File: src/rtl/ram_2r1w_port_bridge.sv
// rtl/ram_2r1w_port_bridge.sv - valid/ready request ports bridged onto a 2-read/1-write simulation RAM
//
// Purpose: converts an instruction-fetch read port (IF) and a load/store port
// (LS) into index-based accesses of a RAM with combinational read data and
// a clock-edge write. Each port holds at most one request in flight and
// returns its response a fixed LATENCY cycles after acceptance, flagging
// byte addresses outside [BASE_ADDR, BASE_ADDR + RAM_BYTES).
//
// Ports:
//   clk, reset                      clock, synchronous active-high reset
//   if_req_*  / if_resp_*           IF request (valid/ready/addr) and response (valid/ready/rdata/err)
//   ls_req_*  / ls_resp_*           LS request (valid/ready/addr/wen/wdata/wstrb) and response
//   ram_en                          RAM enable, low only while reset is asserted
//   ram_rIdx_0 / ram_rdata_0        RAM read port 0, owned by IF
//   ram_rIdx_1 / ram_rdata_1        RAM read port 1, owned by LS
//   ram_wIdx/wdata/wmask/wen        RAM write port, owned by LS
module ram_2r1w_port_bridge #(
    parameter logic [63:0] BASE_ADDR = 64'h8000_0000,
    parameter logic [63:0] RAM_BYTES = 64'h0800_0000,
    parameter int unsigned LATENCY   = 1
) (
    input  logic        clk,
    input  logic        reset,
    input  logic        if_req_valid,
    output logic        if_req_ready,
    input  logic [63:0] if_req_addr,
    output logic        if_resp_valid,
    input  logic        if_resp_ready,
    output logic [63:0] if_resp_rdata,
    output logic        if_resp_err,
    input  logic        ls_req_valid,
    output logic        ls_req_ready,
    input  logic [63:0] ls_req_addr,
    input  logic        ls_req_wen,
    input  logic [63:0] ls_req_wdata,
    input  logic [7:0]  ls_req_wstrb,
    output logic        ls_resp_valid,
    input  logic        ls_resp_ready,
    output logic [63:0] ls_resp_rdata,
    output logic        ls_resp_err,
    output logic        ram_en,
    output logic [63:0] ram_rIdx_0,
    input  logic [63:0] ram_rdata_0,
    output logic [63:0] ram_rIdx_1,
    input  logic [63:0] ram_rdata_1,
    output logic [63:0] ram_wIdx,
    output logic [63:0] ram_wdata,
    output logic [63:0] ram_wmask,
    output logic        ram_wen
);

    typedef enum logic [1:0] {
        S_IDLE = 2'd0,
        S_WAIT = 2'd1,
        S_RESP = 2'd2
    } state_t;

    localparam logic [7:0] LAT_M1 = 8'(LATENCY - 1);

    // Address decode. BASE_ADDR and RAM_BYTES are 8-byte multiples, so the
    // low three address bits cannot change the range result and the shift
    // drops them from the index.
    logic [63:0] w_if_off;
    logic [63:0] w_ls_off;
    logic        w_if_in;
    logic        w_ls_in;

    assign w_if_off = if_req_addr - BASE_ADDR;
    assign w_ls_off = ls_req_addr - BASE_ADDR;
    assign w_if_in  = (if_req_addr >= BASE_ADDR) && (w_if_off < RAM_BYTES);
    assign w_ls_in  = (ls_req_addr >= BASE_ADDR) && (w_ls_off < RAM_BYTES);

    assign ram_en     = ~reset;
    assign ram_rIdx_0 = w_if_off >> 3;
    assign ram_rIdx_1 = w_ls_off >> 3;
    assign ram_wIdx   = w_ls_off >> 3;
    assign ram_wdata  = ls_req_wdata;

    logic [63:0] w_wmask;
    always_comb begin
        w_wmask = '0;
        for (int i = 0; i < 8; i++) begin
            w_wmask[i*8 +: 8] = {8{ls_req_wstrb[i]}};
        end
    end
    assign ram_wmask = w_wmask;

    // ---------------- IF port ----------------
    state_t      r_if_state;
    state_t      w_if_next;
    logic [7:0]  r_if_cnt;
    logic [63:0] r_if_rdata;
    logic        r_if_err;
    logic        w_if_ready;
    logic        w_if_acc;

    assign w_if_acc = if_req_valid & w_if_ready;

    always_comb begin
        w_if_next  = r_if_state;
        w_if_ready = 1'b0;
        case (r_if_state)
            S_IDLE: begin
                w_if_ready = ~reset;
                if (if_req_valid && !reset) begin
                    w_if_next = (LATENCY == 1) ? S_RESP : S_WAIT;
                end
            end
            S_WAIT: begin
                if (r_if_cnt == 8'd1) begin
                    w_if_next = S_RESP;
                end
            end
            S_RESP: begin
                if (if_resp_ready) begin
                    w_if_next = S_IDLE;
                end
            end
            default: w_if_next = S_IDLE;
        endcase
    end

    always_ff @(posedge clk) begin
        if (reset) begin
            r_if_state <= S_IDLE;
            r_if_cnt   <= 8'd0;
            r_if_rdata <= 64'd0;
            r_if_err   <= 1'b0;
        end else begin
            r_if_state <= w_if_next;
            if (w_if_acc) begin
                r_if_cnt   <= LAT_M1;
                r_if_rdata <= w_if_in ? ram_rdata_0 : 64'd0;
                r_if_err   <= ~w_if_in;
            end else if (r_if_state == S_WAIT) begin
                r_if_cnt <= r_if_cnt - 8'd1;
            end
        end
    end

    assign if_req_ready  = w_if_ready;
    assign if_resp_valid = (r_if_state == S_RESP);
    assign if_resp_rdata = r_if_rdata;
    assign if_resp_err   = r_if_err;

    // ---------------- LS port ----------------
    state_t      r_ls_state;
    state_t      w_ls_next;
    logic [7:0]  r_ls_cnt;
    logic [63:0] r_ls_rdata;
    logic        r_ls_err;
    logic        w_ls_ready;
    logic        w_ls_acc;

    assign w_ls_acc = ls_req_valid & w_ls_ready;

    always_comb begin
        w_ls_next  = r_ls_state;
        w_ls_ready = 1'b0;
        case (r_ls_state)
            S_IDLE: begin
                w_ls_ready = ~reset;
                if (ls_req_valid && !reset) begin
                    w_ls_next = (LATENCY == 1) ? S_RESP : S_WAIT;
                end
            end
            S_WAIT: begin
                if (r_ls_cnt == 8'd1) begin
                    w_ls_next = S_RESP;
                end
            end
            S_RESP: begin
                if (ls_resp_ready) begin
                    w_ls_next = S_IDLE;
                end
            end
            default: w_ls_next = S_IDLE;
        endcase
    end

    always_ff @(posedge clk) begin
        if (reset) begin
            r_ls_state <= S_IDLE;
            r_ls_cnt   <= 8'd0;
            r_ls_rdata <= 64'd0;
            r_ls_err   <= 1'b0;
        end else begin
            r_ls_state <= w_ls_next;
            if (w_ls_acc) begin
                r_ls_cnt   <= LAT_M1;
                // Writes and out-of-range accesses always return zero data.
                r_ls_rdata <= (w_ls_in && !ls_req_wen) ? ram_rdata_1 : 64'd0;
                r_ls_err   <= ~w_ls_in;
            end else if (r_ls_state == S_WAIT) begin
                r_ls_cnt <= r_ls_cnt - 8'd1;
            end
        end
    end

    // The write commits at the accept edge, so a same-cycle IF read of the
    // same index still captures the old word.
    assign ram_wen       = w_ls_acc & ls_req_wen & w_ls_in;
    assign ls_req_ready  = w_ls_ready;
    assign ls_resp_valid = (r_ls_state == S_RESP);
    assign ls_resp_rdata = r_ls_rdata;
    assign ls_resp_err   = r_ls_err;

endmodule

File: config.mk
export PLATFORM = sky130hd
export DESIGN_NAME = ram_2r1w_port_bridge
export DESIGN_NICKNAME = d
export VERILOG_FILES = /design/src/rtl/ram_2r1w_port_bridge.sv
export SDC_FILE = /design/constraint.sdc
export NUM_CORES = 1
export LEC_CHECK = 0
export BUFFER_PORTS_ARGS = -buffer_cell sky130_fd_sc_hd__buf_2
export CAP_MARGIN = 20
export CORE_AREA = 2 2 310 312
export DETAILED_ROUTE_END_ITERATION = 12
export DIE_AREA = 0 0 312 314
export HOLD_SLACK_MARGIN = 0.05
export MAX_ROUTING_LAYER = met4
export PLACE_DENSITY = 0.32
export SETUP_SLACK_MARGIN = 0.4
export SLEW_MARGIN = 20
export SYNTH_ARGS = -nofsm -noshare
export SYNTH_HDL_FRONTEND = slang
export SYNTH_SLANG_ARGS = --single-unit
File: constraint.sdc
create_clock -name clk -period 8.15 [get_ports clk]
set_input_delay 2.445 -clock clk [delete_from_list [all_inputs] [get_ports clk]]
set_output_delay 2.445 -clock clk [all_outputs]
set_load 0.02 [all_outputs]
==> results of run 1 <==
## routing by layer
layer / global-route usage, % / share of wire, %
met5: - / 0
met4: 3.944 / 3.6
met3: 3.340 / 9.2
met2: 14.63 / 51
met1: 8.391 / 37
## final cells by class
class | count | area [sq um]
Antenna cell | 6 | 15.01
Clock buffer | 20 | 466.7
Clock inverter | 10 | 147.6
Fill cell | 11092 | 83800
Inverter | 83 | 311.5
Multi-Input combinational cell | 488 | 3117
Sequential cell | 132 | 2643
Tap cell | 1265 | 1583
Timing Repair Buffer | 466 | 2360
## synth_stat cells (3+ instances only)
cell	instances	area, sq um
a211oi_1	4	30.03
a22o_1	64	560.5
and3_1	5	31.28
buf_2	16	80.08
buf_4	254	1907
clkbuf_1	19	71.32
dfxtp_1	132	2643
inv_1	83	311.6
nand2_1	83	311.6
nand3_1	14	70.07
nand3b_1	3	22.52
nand4_1	8	50.05
nor2_1	38	142.6
nor2b_1	5	31.28
nor3_1	22	110.1
nor3b_1	3	22.52
nor4_1	26	162.7
nor4_2	3	37.54
nor4b_1	7	61.31
o21a_1	3	22.52
o21ai_0	14	70.07
o21ai_1	60	300.3
o31a_1	4	35.03
or2_1	3	18.77
or2_2	7	43.79
or3_1	12	75.07
or4_1	5	37.54
xnor2_1	21	183.9
xor2_1	28	245.2
## metrics by stage
step	instance area (sq um)	util (%)
finish	10640	11.27
CTS	10620	11.24
global placement	10000	10.59
floorplan	8088	-
detailed placement	10000	10.59
global route	10630	11.26
## final timing paths
kind | start | end | slack (ns) | cells after the start
worst max-delay path | ls_req_addr[38] | ram_wIdx[59] | 0.58 | 9
worst min-delay path | if_resp_rdata[42] | if_resp_rdata[42] | 0.45 | 2
worst max register to register | r_if_state[1] | if_resp_rdata[61] | 4.74 | 8
worst min register to register | if_resp_rdata[42] | if_resp_rdata[42] | 0.45 | 2
## power by group through the flow
stage / logic (mW) / registers [mW] / clock network [mW]
after floorplan: 0.274 / 0.664 / 0
after global placement: 0.259 / 0.663 / 0
after detailed placement: 0.258 / 0.663 / 0
after CTS: 0.259 / 0.648 / 0.891
after global routing: 0.274 / 0.648 / 0.910
final: 0.254 / 0.648 / 0.848
## registers in the layout, indices dropped and copies added (netlist names)
signal and cells:
if_resp_err 1, if_resp_rdata 64, ls_resp_err 1, ls_resp_rdata 64
r_if_state 1, r_ls_state 1
## cell families (layout without fill, tap and decap cells)
group                      count (synthesis)  in the layout  share of synthesized area (%)
buffers and inverters                    372            579                          29.41
and+or+nand+nor                          261            261                          17.61
AOI/OAI and AO/OA                        167            167                          14.50
DFF                                      132            132                          32.79
xor gates and xnor gates                  49             49                          5.326
adders and majority gates                  2              2                         0.3105
other                                      1             15                        0.04654
## worst max-delay path, delay by kind of cell
family	cells	cell delay (ns)
XOR/XNOR	1	0.30
AND/OR/NAND/NOR	6	2.04
buffers and inverters	2	0.34
## what timing repair did
item | 4_1_cts | 5_1_grt
buffers inserted | 0 | 0
endpoints found under the setup margin | 0 | 3
gates resized for setup | 0 | 2
endpoints found under the hold margin | 0 | 0
==> impl_metrics.py, run 1 <==
metrics = {
    "power_and_ir_drop": {
        "total_power_mw": 1.750,
        "seqPwrFrac_pct": 37.0,
        "ir_drop_uv": 98.34,
        "p_int_mw": 1.236,
        "p_leak_nw": 4.783,
        "powerDensity_nw_per_um2": 164.4,
        "p_comb_share_pct": 14.5,
        "p_sw_uw": 513.9,
        "pwr-share-clk_pct": 48.4,
        "switching_share_pct": 29.37,
    },
    "drt": {
        "finalWirelength_um": 42040,
        "via_per_inst": 3.067,
        "drt_iter0_markers": 474,
        "drcViolationCount": 0,
        "wl_per_cell_um": 17.02,
        "vias": 7575,
        "dr.pass1.iters": 4,
        "ant_nets": 0,
    },
    "cts": {
        "holdBufCountCts": 0,
        "h-tree-depth": 4,
        "clockBufferDepth": 2,
        "clk_pin_slew_ns": 0.06,
        "cts_buffers": 17,
        "clkSinkCount": 132,
        "cts-root-buf": "clkbuf_16",
        "clkLatencyLatePin_ns": 0.49,
        "tritoncts": "yes",
    },
    "sta": {
        "relSlewSlack_pct": 43.18,
        "rsz0062_at_grt": "false",
        "finalHoldViolations": 0,
        "whs_ns": 0.4453,
        "fin_crit_ns": 7.572,
        "clock_skew_ns": 0.03772,
        "max_freq_mhz": 132.1,
        "fin_crit_sh_pct": 92.90,
        "drv_slew": 0,
        "tightest_slew_ns": 0.8523,
        "tns_ns": 0,
        "finalSetupViolCount": 0,
        "worst_slack_ns": 0.5784,
    },
    "critical_path": {
        "critPathKind": "primary input to output pin",
        "cp_slowest_cell": "nor2_1",
        "worstPathMaxFanout": 4,
        "crit_top_cell": "buf_2",
        "path_cells": "buf_2, nor2_1, nand4_1, or2_1, or3_1, or2_2, nor3_1, xor2_1, buf_2",
        "crit_path_end_kind": "output pin",
        "crit_arrival_ns": 5.13,
        "start_kind": "primary input",
        "crit_required_ns": 5.71,
        "critical-path-max-stage-delay_ns": 0.44,
    },
    "logic_synthesis": {
        "ys.flop_type": "dfxtp_1",
        "ys_ff_latch": 132,
        "ys_types": 57,
        "synth_area_per_cell_sq_um": 8.189,
        "synth_edf_count": 0,
        "synthesis.instances": 984,
        "synth_area_sq_um": 8058,
        "yosysWarnings": 0,
        "synthArstFlopShare_pct": 0,
        "seq_area_frac_synth_pct": 32.80,
    },
    "cells_and_area": {
        "nNetsFinal": 1525,
        "drive_gt1_share_pct": 43.20,
        "final_cell_mix": "455 x buf_2, 132 x dfxtp_1, 83 x inv_1, 83 x nand2_1, 64 x a22o_1",
        "instances_no_fill": 2470,
        "area_delta_synth_final_pct": 32.08,
        "layout_commonest_cell": "buf_2",
    },
    "floorplanning": {
        "dieArea_sq_um": 97970,
        "die_x_um": 312,
        "row_count": 113,
        "core-area_sq_um": 94450,
        "die_h_um": 314,
        "io_pins": 791,
        "initial_utilization_pct": 8.532,
    },
    "run_status": {
        "outcome": "finished, final reports clean",
    },
    "placement": {
        "dpl.hpwl_um": 35290,
        "dpl.cell_count": 2434,
        "gp_congestion": 0.8989,
        "dpl_worst_slack_ns": 0.5485,
        "port_buffers": 455,
    },
    "flow_run": {
        "cap_violations": 0,
    },
    "grt": {
        "grt_antenna_before_repair": 7,
        "grt_pass1_vias": 7421,
        "grt_usage_pct": 8.481,
        "grt_max_degree": 65,
        "grt_pass1_wl_um": 56590,
        "gr-total-overflow": 0,
    },
    "min_path": {
        "hold_class": "flop to flop",
    },
}
Note: power is estimated with default switching activity, not from simulation.
==> inputs of run 2 (changes only) <==
CORE_AREA = 2 2 312 314   (was 2 2 310 312)
DIE_AREA = 0 0 314 316   (was 0 0 312 314)
clock period = 6.56 ns   (was 8.15 ns; I/O delays follow)
==> impl_metrics.py, run 2 (same netlist as run 1, synthesis figures left out) <==
metrics = {
    "cells_and_area": {
        "multi_input_area_sq_um": 3269,
        "nNetsFinal": 1559,
        "layout_commonest_cell": "buf_2",
        "design_area_sq_um": 11050,
        "fillers": 11129,
        "final_cell_mix": "449 x buf_2, 132 x dfxtp_1, 83 x inv_1, 83 x nand2_1, 64 x a22o_1",
        "drive_gt1_share_pct": 46.56,
        "area_delta_synth_final_pct": 37.11,
        "seq_area_sq_um": 2643,
    },
    "cts": {
        "cts_buffers": 17,
        "tritoncts": "yes",
        "clkLatencyLatePin_ns": 0.48,
        "clk_pin_slew_ns": 0.06,
        "clockBufferDepth": 2,
        "h-tree-depth": 4,
        "cts-root-buf": "clkbuf_16",
        "holdBufCountCts": 0,
        "clkSinkCount": 132,
    },
    "critical_path": {
        "start_kind": "primary input",
        "crit_top_cell": "nor4_4",
        "path_cells": "buf_8, nor4_4, nand4_1, or2_1, or3_4, or2_4, nor4_4, xor2_2, buf_4",
        "r2r_slack_ns": 3.59,
        "reg2reg_from": "r_ls_state[1]",
        "critical-path-max-stage-delay_ns": 0.40,
        "crit_family": "simple AND/OR/NAND/NOR gates",
        "crit_path_end_kind": "output pin",
        "cp_slowest_cell": "or3_4",
        "worstPathMaxFanout": 3,
        "crit_arrival_ns": 4.17,
        "crit_required_ns": 4.59,
        "r2r_cells": 8,
        "worst-path-buf-inv": 2,
        "critPathKind": "primary input to output pin",
        "worstReg2RegEnd": "ls_resp_rdata[46]",
    },
    "run_status": {
        "outcome": "finished, final reports clean",
    },
    "power_and_ir_drop": {
        "p_leak_nw": 4.980,
        "powerDensity_nw_per_um2": 190.7,
        "p_int_mw": 1.420,
        "ir_drop_uv": 143.8,
        "p_sw_uw": 687.0,
        "total_power_mw": 2.107,
        "seqPwrFrac_pct": 38.2,
        "switching_share_pct": 32.60,
        "p_comb_share_pct": 15.8,
        "pwr-share-clk_pct": 46.0,
    },
    "min_path": {
        "hold_class": "flop to flop",
        "hold_path_depth": 2,
        "hp-start": "if_resp_rdata[13]",
        "min_to": "if_resp_rdata[13]",
    },
    "grt": {
        "grt_max_degree": 65,
        "grt_antenna_before_repair": 13,
        "gr-total-overflow": 0,
        "grt_pass1_wl_um": 54080,
        "grt_usage_pct": 7.938,
        "grt_pass1_vias": 7625,
    },
    "drt": {
        "drcViolationCount": 0,
        "ant_nets": 0,
        "finalWirelength_um": 39900,
        "dr.pass1.iters": 4,
        "via_per_inst": 2.983,
        "wl_per_cell_um": 15.84,
        "drt_iter0_markers": 235,
        "vias": 7513,
    },
    "sta": {
        "relSlewSlack_pct": 35.91,
        "tns_ns": 0,
        "fin_crit_ns": 6.133,
        "fin_crit_sh_pct": 93.49,
        "finalSetupViolCount": 0,
        "rsz0062_at_grt": "true",
        "finalHoldViolations": 0,
        "drv_slew": 0,
        "clock_skew_ns": 0.03154,
        "tightest_slew_ns": 0.9613,
        "whs_ns": 0.4441,
        "max_freq_mhz": 163.0,
    },
    "placement": {
        "dpl-instance-area_sq_um": 10290,
        "gp_congestion": 0.9055,
        "dpl.hpwl_um": 33230,
        "port_buffers": 455,
    },
    "floorplanning": {
        "die_h_um": 316,
        "die_x_um": 314,
        "row_count": 114,
        "initial_utilization_pct": 8.394,
        "dieArea_sq_um": 99220,
        "core-area_sq_um": 95990,
        "io_pins": 791,
    },
    "flow_run": {
        "cap_violations": 0,
    },
}
run 2: how the worst max path moves through the flow:
stage                    start             end  cells after the start
6_report       ls_req_addr[42]    ram_wIdx[57]                      9
5_1_grt        ls_req_addr[50]         ram_wen                      9
4_1_cts        ls_req_addr[31]  ram_rIdx_1[60]                     11
3_5_place_dp   ls_req_addr[50]         ram_wen                      9
3_3_place_gp   ls_req_addr[50]         ram_wen                      9
2_1_floorplan  ls_req_addr[40]    ram_wIdx[57]                      9
run 2: worst reg2reg max path, delay by kind of cell, from the launching register on:
| kind | cells | cell delay (ns) |
|---|---|---|
| DFF | 1 | 0.38 |
| and+or+nand+nor | 6 | 1.60 |
| buffers and inverters | 1 | 0.64 |
| AOI/OAI and AO/OA | 1 | 0.29 |
run 2: per-layer routing:
metal / vias to the layer above / GRT usage (%) / part of all wire (%)
met5: - / - / 0
met4: 0 / 4.121 / 4.2
met3: 96 / 2.971 / 8.7
met2: 426 / 12.78 / 48
met1: 3445 / 8.509 / 39
li1: 3546 / - / -
run 2: power groups by stage:
stage | logic, mW | clock network (mW) | registers, mW
finish | 0.333 | 0.968 | 0.805
global route | 0.361 | 1.06 | 0.806
CTS | 0.337 | 1.03 | 0.805
detailed placement | 0.334 | 0 | 0.824
global placement | 0.335 | 0 | 0.824
floorplan | 0.341 | 0 | 0.825
run 2: cell type report:
cell class	instances	area share, %
Timing Repair Buffer	500	23.94
Clock inverter	15	1.246
Tap cell	1276	14.45
Inverter	83	2.820
Multi-Input combinational cell	488	29.59
Antenna cell	8	0.1812
Clock buffer	17	3.851
Sequential cell	132	23.92
run 2: per-stage QoR:
stage | util [%] | setup WS (ns) | cells
finish | 11.51 | 0.4269 | 2519
global route | 11.50 | 0.3307 | 2514
CTS | 11.38 | 0.4090 | 2507
detailed placement | 10.72 | 0.1262 | 2475
global placement | 10.72 | 0.1570 | 2475
floorplan | - | 0.3519 | 992
run 2: repair_timing:
action                     CTS  global route
gates resized for setup     14            19
pin swaps                    2             3
buffers inserted             0             4
setup endpoints to repair   12            12
==> inputs of run 3 (changes only) <==
BUFFER_PORTS_ARGS = unset   (was -buffer_cell sky130_fd_sc_hd__buf_2)
CORE_AREA = 2 2 306 308   (was 2 2 312 314)
DIE_AREA = 0 0 308 310   (was 0 0 314 316)
DONT_BUFFER_PORTS = 1   (was unset)
PLACE_DENSITY = 0.3   (was 0.32)
RECOVER_POWER = 100   (was unset)
==> impl_metrics.py, run 3 (same netlist as run 1, synthesis figures left out) <==
metrics = {
    "run_status": {
        "outcome": "finished, violations left",
        "violations": "capacitance limit, slew limit",
    },
    "grt": {
        "grt_usage_pct": 7.857,
        "grt_max_degree": 65,
        "grt_antenna_before_repair": 6,
        "grt_pass1_vias": 5873,
        "grt_pass1_wl_um": 49220,
        "gr-total-overflow": 0,
    },
    "floorplanning": {
        "die_x_um": 308,
        "core-area_sq_um": 92490,
        "initial_utilization_pct": 8.712,
        "die_h_um": 310,
        "row_count": 112,
        "io_pins": 791,
        "dieArea_sq_um": 95480,
    },
    "sta": {
        "relSlewSlack_pct": -2.428,
        "tightest_slew_ns": 1.536,
        "worst_slack_ns": 0.2041,
        "finalSetupViolCount": 0,
        "fin_crit_ns": 6.356,
        "rsz0062_at_grt": "true",
        "drv_slew": 65,
        "tns_ns": 0,
        "finalHoldViolations": 0,
        "fin_crit_sh_pct": 96.89,
        "clock_skew_ns": 0.03435,
        "max_freq_mhz": 157.3,
        "whs_ns": 0.5563,
    },
    "critical_path": {
        "reg2reg_from": "r_if_state[1]",
        "cp_slowest_cell": "nor4_1",
        "start_kind": "primary input",
        "worstPathMaxFanout": 7,
        "critPathKind": "primary input to output pin",
        "endpoint": "ram_wIdx[49]",
        "r2r_slack_ns": 2.05,
        "crit_cells": 9,
        "worst-path-buf-inv": 4,
        "setup.worst_path.start": "ls_req_addr[42]",
        "crit_arrival_ns": 4.39,
        "crit_required_ns": 4.59,
        "worstReg2RegEnd": "if_resp_rdata[33]",
        "path_cells": "nor4_4, clkbuf_1, nand4_1, or2_1, clkbuf_1, nor4_1, buf_4, xor2_1, buf_4",
        "crit_family": "simple AND/OR/NAND/NOR gates",
        "crit_path_end_kind": "output pin",
        "critical-path-max-stage-delay_ns": 0.54,
        "r2r_cells": 8,
    },
    "cells_and_area": {
        "final_cell_mix": "132 x dfxtp_1, 83 x inv_1, 83 x nand2_1, 71 x o21ai_0, 64 x a22o_1",
        "fillers": 10838,
        "nNetsFinal": 1128,
        "area_delta_synth_final_pct": 6.599,
        "layout_commonest_cell": "dfxtp_1",
        "drive_gt1_share_pct": 10.96,
    },
    "power_and_ir_drop": {
        "powerDensity_nw_per_um2": 235.3,
        "p_leak_nw": 2.905,
        "ir_drop_uv": 156.5,
    },
    "drt": {
        "drcViolationCount": 0,
        "dr.pass1.iters": 4,
        "ant_nets": 0,
        "drt_iter0_markers": 399,
        "finalWirelength_um": 38370,
        "wl_per_cell_um": 19.13,
        "via_per_inst": 3.006,
        "vias": 6031,
    },
    "cts": {
        "h-tree-depth": 4,
        "clkLatencyLatePin_ns": 0.49,
        "clkSinkCount": 132,
        "cts-root-buf": "clkbuf_16",
        "cts_buffers": 17,
        "clockBufferDepth": 2,
        "tritoncts": "yes",
        "clk_pin_slew_ns": 0.09,
        "holdBufCountCts": 0,
    },
    "min_path": {
        "hp-start": "if_resp_rdata[7]",
        "hold_class": "flop to flop",
    },
    "placement": {
        "port_buffers": 0,
        "dpl.hpwl_um": 31200,
        "dpl_worst_slack_ns": 0.1666,
        "gp_congestion": 0.8398,
    },
    "flow_run": {
        "cap_violations": 1,
    },
}
-- run 3: metrics by stage --
step | cell area, sq um | power, mW | util, % | std cells
2_1_floorplan | 8142 | 1.166 | - | 992
3_3_place_gp | 8147 | 1.034 | 8.808 | 1967
3_5_place_dp | 8147 | 1.034 | 8.808 | 1967
4_1_cts | 8788 | 2.110 | 9.502 | 1999
5_1_grt | 8574 | 2.134 | 9.271 | 2000
6_report | 8589 | 2.021 | 9.287 | 2006
-- run 3: final cells by class --
type / instances / area [sq um] / share of cell area, %
Sequential cell: 132 / 2643 / 30.76
Timing Repair Buffer: 69 / 382.9 / 4.457
Clock inverter: 13 / 147.6 / 1.719
Tap cell: 1197 / 1498 / 17.44
Multi-Input combinational cell: 488 / 3153 / 36.71
Clock buffer: 18 / 439.2 / 5.113
Inverter: 83 / 311.5 / 3.627
Antenna cell: 6 / 15.01 / 0.1748
-- run 3: power by group --
part           internal (mW)  switching (mW)
clock                  0.573           0.447
combinational         0.0447           0.147
sequential             0.803         0.00670
total                   1.42           0.601
-- run 3: worst min-delay path, delay by kind of cell, from the launching register on --
family           cells  cell delay (ns)
AO/OA/AOI/OAI        1             0.05
AND/OR/NAND/NOR      1             0.08
flip-flops           1             0.38
-- run 3: worst min-delay path by stage --
stage	endpoint	slack, ns	cells after the start
finish	if_resp_rdata[7]	0.56	2
global route	if_resp_rdata[59]	0.58	2
floorplan	if_resp_rdata[0]	0.53	2
CTS	if_resp_rdata[25]	0.55	2
global placement	if_resp_rdata[9]	0.54	2
detailed placement	if_resp_rdata[25]	0.54	2
-- run 3: what timing repair did --
item                                    4_1_cts  5_1_grt
gates resized for setup                       9        5
endpoints found under the setup margin       10       11
pin swaps                                     4        2
buffers inserted                              1        1
-- run 3: per-layer routing --
metal  vias to the layer above  global-route usage (%)  wire length, um
met1                      2813                   8.048            14510
met3                       107                   3.508             3911
li1                       2677                       -                -
met2                       434                   12.30            17960
met5                         -                       -                0
met4                         0                   4.957             1982
